### src/rtl/uart_tx_arbiter.sv
// Round-robin arbiter sharing one UART transmitter among byte requesters.
// Tracks the transmitter's async status flags and aborts stuck transfers.
module uart_tx_arbiter #(
  parameter int NUM_REQ        = 4,
  parameter int TIMEOUT_CYCLES = 65535
) (
  input  logic                       clk,
  input  logic                       reset_n,
  input  logic [NUM_REQ-1:0]         i_Req,
  input  logic [8*NUM_REQ-1:0]       i_Req_Byte,
  output logic [NUM_REQ-1:0]         o_Req_Ack,
  output logic [NUM_REQ-1:0]         o_Req_Done,
  output logic                       o_Tx_Ready,
  output logic [7:0]                 o_Tx_Byte,
  input  logic                       i_Tx_Active,
  input  logic                       i_Tx_Done,
  output logic [$clog2(NUM_REQ)-1:0] o_Grant_Id,
  output logic                       o_Busy,
  output logic                       o_Timeout
);

  localparam int IW = $clog2(NUM_REQ);
  localparam int WW = $clog2(TIMEOUT_CYCLES + 1);
  localparam logic [NUM_REQ-1:0] ONE = NUM_REQ'(1);
  localparam logic [WW-1:0] WD_LAST = WW'(TIMEOUT_CYCLES - 1);

  typedef enum logic [1:0] {
    IDLE, LAUNCH, WAIT_DONE, COMPLETE
  } state_e;

  state_e state_q, state_d;
  logic [7:0]         byte_q, byte_d;
  logic [IW-1:0]      grant_q, grant_d;
  logic [IW-1:0]      last_q, last_d;
  logic [NUM_REQ-1:0] ack_q, ack_d;
  logic               tmo_q, tmo_d;
  logic [WW-1:0]      wd_q, wd_d;
  logic act_m_q, act_s_q;
  logic done_m_q, done_s_q, done_p_q;

  logic          done_rise;
  logic          wd_hit;
  logic          pick_vld;
  logic [IW-1:0] pick_id;
  logic [7:0]    pick_byte;
  logic [IW-1:0] cand;
  int            idx;

  assign done_rise = done_s_q & ~done_p_q;
  assign wd_hit    = (wd_q == WD_LAST);

  always_ff @(posedge clk or negedge reset_n) begin
    if (!reset_n) begin
      state_q  <= IDLE;
      byte_q   <= '0;
      grant_q  <= '0;
      last_q   <= IW'(NUM_REQ - 1);
      ack_q    <= '0;
      tmo_q    <= 1'b0;
      wd_q     <= '0;
      act_m_q  <= 1'b0;
      act_s_q  <= 1'b0;
      done_m_q <= 1'b0;
      done_s_q <= 1'b0;
      done_p_q <= 1'b0;
    end else begin
      state_q  <= state_d;
      byte_q   <= byte_d;
      grant_q  <= grant_d;
      last_q   <= last_d;
      ack_q    <= ack_d;
      tmo_q    <= tmo_d;
      wd_q     <= wd_d;
      act_m_q  <= i_Tx_Active;
      act_s_q  <= act_m_q;
      done_m_q <= i_Tx_Done;
      done_s_q <= done_m_q;
      done_p_q <= done_s_q;
    end
  end

  // Search upward from the requester after the last grant, wrapping.
  always_comb begin
    pick_vld  = 1'b0;
    pick_id   = '0;
    pick_byte = '0;
    cand      = '0;
    idx       = 0;
    for (int i = 1; i <= NUM_REQ; i++) begin
      idx = int'(last_q) + i;
      if (idx >= NUM_REQ) idx = idx - NUM_REQ;
      cand = IW'(idx);
      if (!pick_vld && i_Req[cand]) begin
        pick_vld  = 1'b1;
        pick_id   = cand;
        pick_byte = i_Req_Byte[8*idx +: 8];
      end
    end
  end

  always_comb begin
    state_d = state_q;
    byte_d  = byte_q;
    grant_d = grant_q;
    last_d  = last_q;
    ack_d   = '0;
    tmo_d   = 1'b0;
    wd_d    = wd_q;
    unique case (state_q)
      IDLE: begin
        if (pick_vld) begin
          state_d = LAUNCH;
          byte_d  = pick_byte;
          grant_d = pick_id;
          ack_d   = ONE << pick_id;
          wd_d    = '0;
        end
      end
      LAUNCH, WAIT_DONE: begin
        wd_d = wd_q + 1'b1;
        // Completion beats the watchdog, which beats the active handoff.
        if (done_rise) begin
          state_d = COMPLETE;
        end else if (wd_hit) begin
          state_d = IDLE;
          tmo_d   = 1'b1;
          last_d  = grant_q;
        end else if (state_q == LAUNCH && act_s_q) begin
          state_d = WAIT_DONE;
        end
      end
      COMPLETE: begin
        state_d = IDLE;
        last_d  = grant_q;
      end
      default: state_d = IDLE;
    endcase
  end

  always_comb begin
    o_Req_Ack  = ack_q;
    o_Req_Done = (state_q == COMPLETE) ? (ONE << grant_q) : '0;
    o_Tx_Ready = (state_q == LAUNCH);
    o_Tx_Byte  = byte_q;
    o_Grant_Id = grant_q;
    o_Busy     = (state_q != IDLE);
    o_Timeout  = tmo_q;
  end

endmodule

### config.mk
export PLATFORM = sky130hd
export DESIGN_NAME = uart_tx_arbiter
export DESIGN_NICKNAME = d
export VERILOG_FILES = /design/src/rtl/uart_tx_arbiter.sv
export SDC_FILE = /design/constraint.sdc
export NUM_CORES = 1
export LEC_CHECK = 0
export CORE_ASPECT_RATIO = 2
export CORE_MARGIN = 8
export CORE_UTILIZATION = 53
export CTS_BUF_LIST = sky130_fd_sc_hd__clkbuf_8 sky130_fd_sc_hd__clkbuf_16
export DETAILED_ROUTE_END_ITERATION = 12
export PLACE_DENSITY = 0.91
export SLEW_MARGIN = 20
export SYNTH_ARGS = -nofsm -noshare
export SYNTH_HDL_FRONTEND = slang
export SYNTH_SLANG_ARGS = --single-unit
### constraint.sdc
create_clock -name clk -period 4.4 [get_ports clk]
set_input_delay 0.88 -clock clk [delete_from_list [all_inputs] [get_ports clk]]
set_output_delay 0.88 -clock clk [all_outputs]
set_load 0.01 [all_outputs]
==> metrics.md <==
| Metric | Value |
|---|---|
| Cell count after synthesis | `around 290` |
| Drt pass-1 iters | `4` |
| Area share of the largest cell type after synthesis | `between 30 and 40%` |
| Clock transition at the registers of the reported paths | `approximately 0.05 ns` |
| CP peak stage delay | `approximately 0.76 ns` |
| Residual DRC | `0` |
| Initial drt markers | `between 150 and 200` |
| Post-detail-place hpwl | `5910 um` |
| CP endpoint kind | `register` |
| Synthesis-to-layout area growth | `24.3%` |
| Clock Tree Root | `sky130_fd_sc_hd__clkbuf_16` |
| CP Cell Sequence | `inv_1 -> ha_1 -> mux4_2 -> nand2b_4 -> nor3b_4 -> a21oi_1 -> a22o_1` |
| Most used flip-flop cell after synthesis | `sky130_fd_sc_hd__dfrtp_1` |
| Total via count in the routed design | `2597` |
| Unrepaired setup endpoints after global routing | `false` |
| Share of the yosys chip area belonging to registers | `32.5%` |
| Async set or reset register ratio after synthesis | `100%` |
| Clock latency reported for the late side of the worst-skew pair | `0.28 ns` |
| Hold Fails Final Rpt | `0` |
| Number of antenna violations at the first check in global routing | `0` |
| Crit path time final | `3.17 ns` |
| Largest area contributor in the synthesized netlist | `sky130_fd_sc_hd__dfrtp_1` |
| Startpoint of the most critical setup path | `last_q[1]` |
| Setup CP Type | `register to register` |
| Number of port buffers | `60` |
| Cell family with the largest share of critical-path delay | `flip-flops` |
| Max-slew headroom at the worst pin | `41.1%` |
| CP Buf/Inv Count | `1` |
| Post-route setup TNS | `0 ns` |
| Worst vdd ir | `0.576 mV` |
| Max Slew Vio Count | `0` |
| Total track usage | `17.6%` |
| Final worst setup slack | `1.23 ns` |
| Standard cell with the maximum stage delay on the critical path | `sky130_fd_sc_hd__dfstp_2` |
| Global placement routability congestion | `approximately 0.89` |
| Most repeated cell in the gate-level netlist after synthesis | `sky130_fd_sc_hd__dfrtp_1` |
| Syn Area/Cell | `10.8 um^2` |
| Effective utilization at floorplan | `54.6%` |
| Vias/cell | `6.49` |
| Number of flops mapped to enable cells by yosys | `0` |
| Met1 global-route usage | `16.4%` |
| Critical path peak fanout | `19` |
| Yosys warning total | `0` |
| Top achievable clock speed | `0.316 GHz` |
| Wire length per cell after detailed routing | `18.9 um` |
| P_leak | `1.65 nW` |
| Slew at the pin with the worst max-slew slack | `0.880 ns` |
| Number of buffers between clock root and the deepest sink | `2` |
| Capturing point of the worst reg2reg path | `o_Tx_Byte[4]` |
| # IOs | `61` |
| Total area of multi-input combinational cells | `approximately 0.002 mm^2` |
| Ranking of synthesized cells by area | `sky130_fd_sc_hd__dfrtp_1, sky130_fd_sc_hd__mux4_2, sky130_fd_sc_hd__mux2_2, sky130_fd_sc_hd__a221o_1, sky130_fd_sc_hd__ha_1` |
| Outcome | `finished clean` |
| Startpoint of the worst register-to-register path | `last_q[1]` |
| Startpoint class of the critical path | `register` |
| Commonest cells in the netlist | `sky130_fd_sc_hd__dfrtp_1, sky130_fd_sc_hd__nor2_1, sky130_fd_sc_hd__a221o_1, sky130_fd_sc_hd__mux4_2, sky130_fd_sc_hd__mux2_2` |
| Standard-cell row count | `39` |
| Max capacitance violation total | `0` |
| Flip-flop and latch count after synthesis | `40` |
| Kind of path behind the tightest hold check | `register to register` |
| Layout cells sized above 1 | `between 10% and 20%` |
| TritonCTS clock tree | `done` |
| Antenna diode count | `0` |
| Post-layout net count | `390` |
| Netlist cell types | `51` |
| End point of the critical path | `o_Tx_Byte[4]` |
| Met2 track demand over resource in global routing | `between 30% and 40%` |
| Post-synth design cell area | `0.00309 mm^2` |
| Final clock period utilization by the worst path | `72.0%` |
| Die area | `0.00867 mm^2` |
| Count of cells along the worst register-to-register path | `7` |
| Worst R2R Setup Slack | `1.23 ns` |
| Cells resized by post-CTS repair | `0` |
| Total number of H-tree levels | `2` |
| Routed Wire Length | `7560 um` |
| GRT met3 Usage | `3.11%` |
| Width of the die | `70.0 um` |
| Data arrival time of the worst path | `3.33 ns` |
| Total overflow reported by the global router | `0` |
| Maximum number of pins on one net before global-route repair | `49` |
| Reg area | `0.00100 mm^2` |
| Post-route clock skew | `0.00413 ns` |
| Setup violations, final | `0` |
| Total power per unit cell area | `680 mW/mm^2` |
| Setup bufs post-CTS | `0` |
| Fillers | `407` |
| Cts hold-fix bufs | `0` |
| Die H | `approximately 120 um` |
| Total number of cells along the worst setup path | `7` |
| Clock Sinks | `40` |
| Number of buffers created by CTS | `5` |
| Vias in the first global route | `2718` |
| Peak-usage layer in the global routing report | `met2` |
| CP Data Required Time | `~4.6 ns` |
| Wire length of the first global-routing pass | `12600 um` |
| Worst slack after detailed placement | `~1.1 ns` |
| Area of the placeable core | `around 0.0057 mm^2` |
| Mapped Nets | `337` |
| Number of routed nets with antenna violations | `0` |
[cells in the final DEF (no fill, tap or decap), drive strengths merged, types with 8 or more instances in the layout]
master          n
mux4           19
mux2           18
and3            8
clkdlybuf4s50  59
nor2b           9
nor2           25
nand2          13
xor2           13
a22o            9
inv            13
ha             12
dfrtp          38
mux2i          14
a221o          16
a21oi          14
[area by class of cell]
class	count	share of cell area, %
multi-input cells	216	50.7
flip-flops and latches	40	26.1
repair buffers	64	16.3
clock buffers	6	3.62
well taps	61	1.99
inverters	11	1.08
clock inverters	2	0.196
[kinds of logic (layout without fill, tap and decap cells)]
logic type | count (synthesis) | in the layout | share of synthesized area (%)
AO/OA/AOI/OAI | 59 | 59 | 14.5
XOR/XNOR | 14 | 14 | 3.97
adder cells (fa/ha/maj) | 12 | 12 | 4.86
buffers and inverters | 29 | 83 | 4.54
flip-flops | 40 | 40 | 32.5
multiplexers | 51 | 51 | 25.6
AND/OR/NAND/NOR | 80 | 80 | 14.0
[worst min path at each step]
stage	from	to	slack, ns	cells past startpoint
floorplan	act_m_q	act_s_q	0.33	0
global placement	act_m_q	act_s_q	0.33	0
detailed placement	act_m_q	act_s_q	0.35	0
CTS	done_m_q	done_s_q	0.36	0
global route	done_m_q	done_s_q	0.36	0
finish	act_m_q	act_s_q	0.36	0
[layer usage]
metal / routed length [um] / share of wire, %
met1: 2610 / 35
met5: 0 / 0
met2: 4320 / 57
met3: 278 / 3.7
met4: 349 / 4.6
[worst register-to-register path: cells and delay by family (launching register included)]
family	cells	cell delay, ns
flip-flops	1	0.76
multiplexers	1	0.56
AND/OR/NAND/NOR	2	0.53
adder cells (fa/ha/maj)	1	0.52
buffers and inverters	1	0.36
AO/OA/AOI/OAI	2	0.32
[where the power goes]
group | switching [mW] | internal (mW) | leakage [nW]
clock network | 0.136 | 0.221 | 0.0795
registers | 0.101 | 0.479 | 0.516
logic | 0.833 | 0.840 | 1.05
total | 1.07 | 1.54 | 1.65
[state kept, by name (all words and copies together) (netlist names), 2 cells and up]
| signal | flops |
|---|---|
| o_Req_Ack | 4 |
| o_Grant_Id | 2 |
| wd_q | 16 |
| state_q | 2 |
| last_q | 2 |
| o_Tx_Byte | 8 |
[through the flow]
stage	hold slack, ns	utilization [%]	cell area (um^2)	total power, mW	instances
floorplan	0.331	-	3090	1.81	285
global placement	0.334	65.2	3690	2.17	392
finish	0.356	67.8	3840	2.61	400
global route	0.361	67.8	3840	2.79	400
detailed placement	0.346	65.2	3690	2.24	392
CTS	0.357	67.8	3840	2.61	400
No activity file was read; power rests on OpenSTA's default activity.
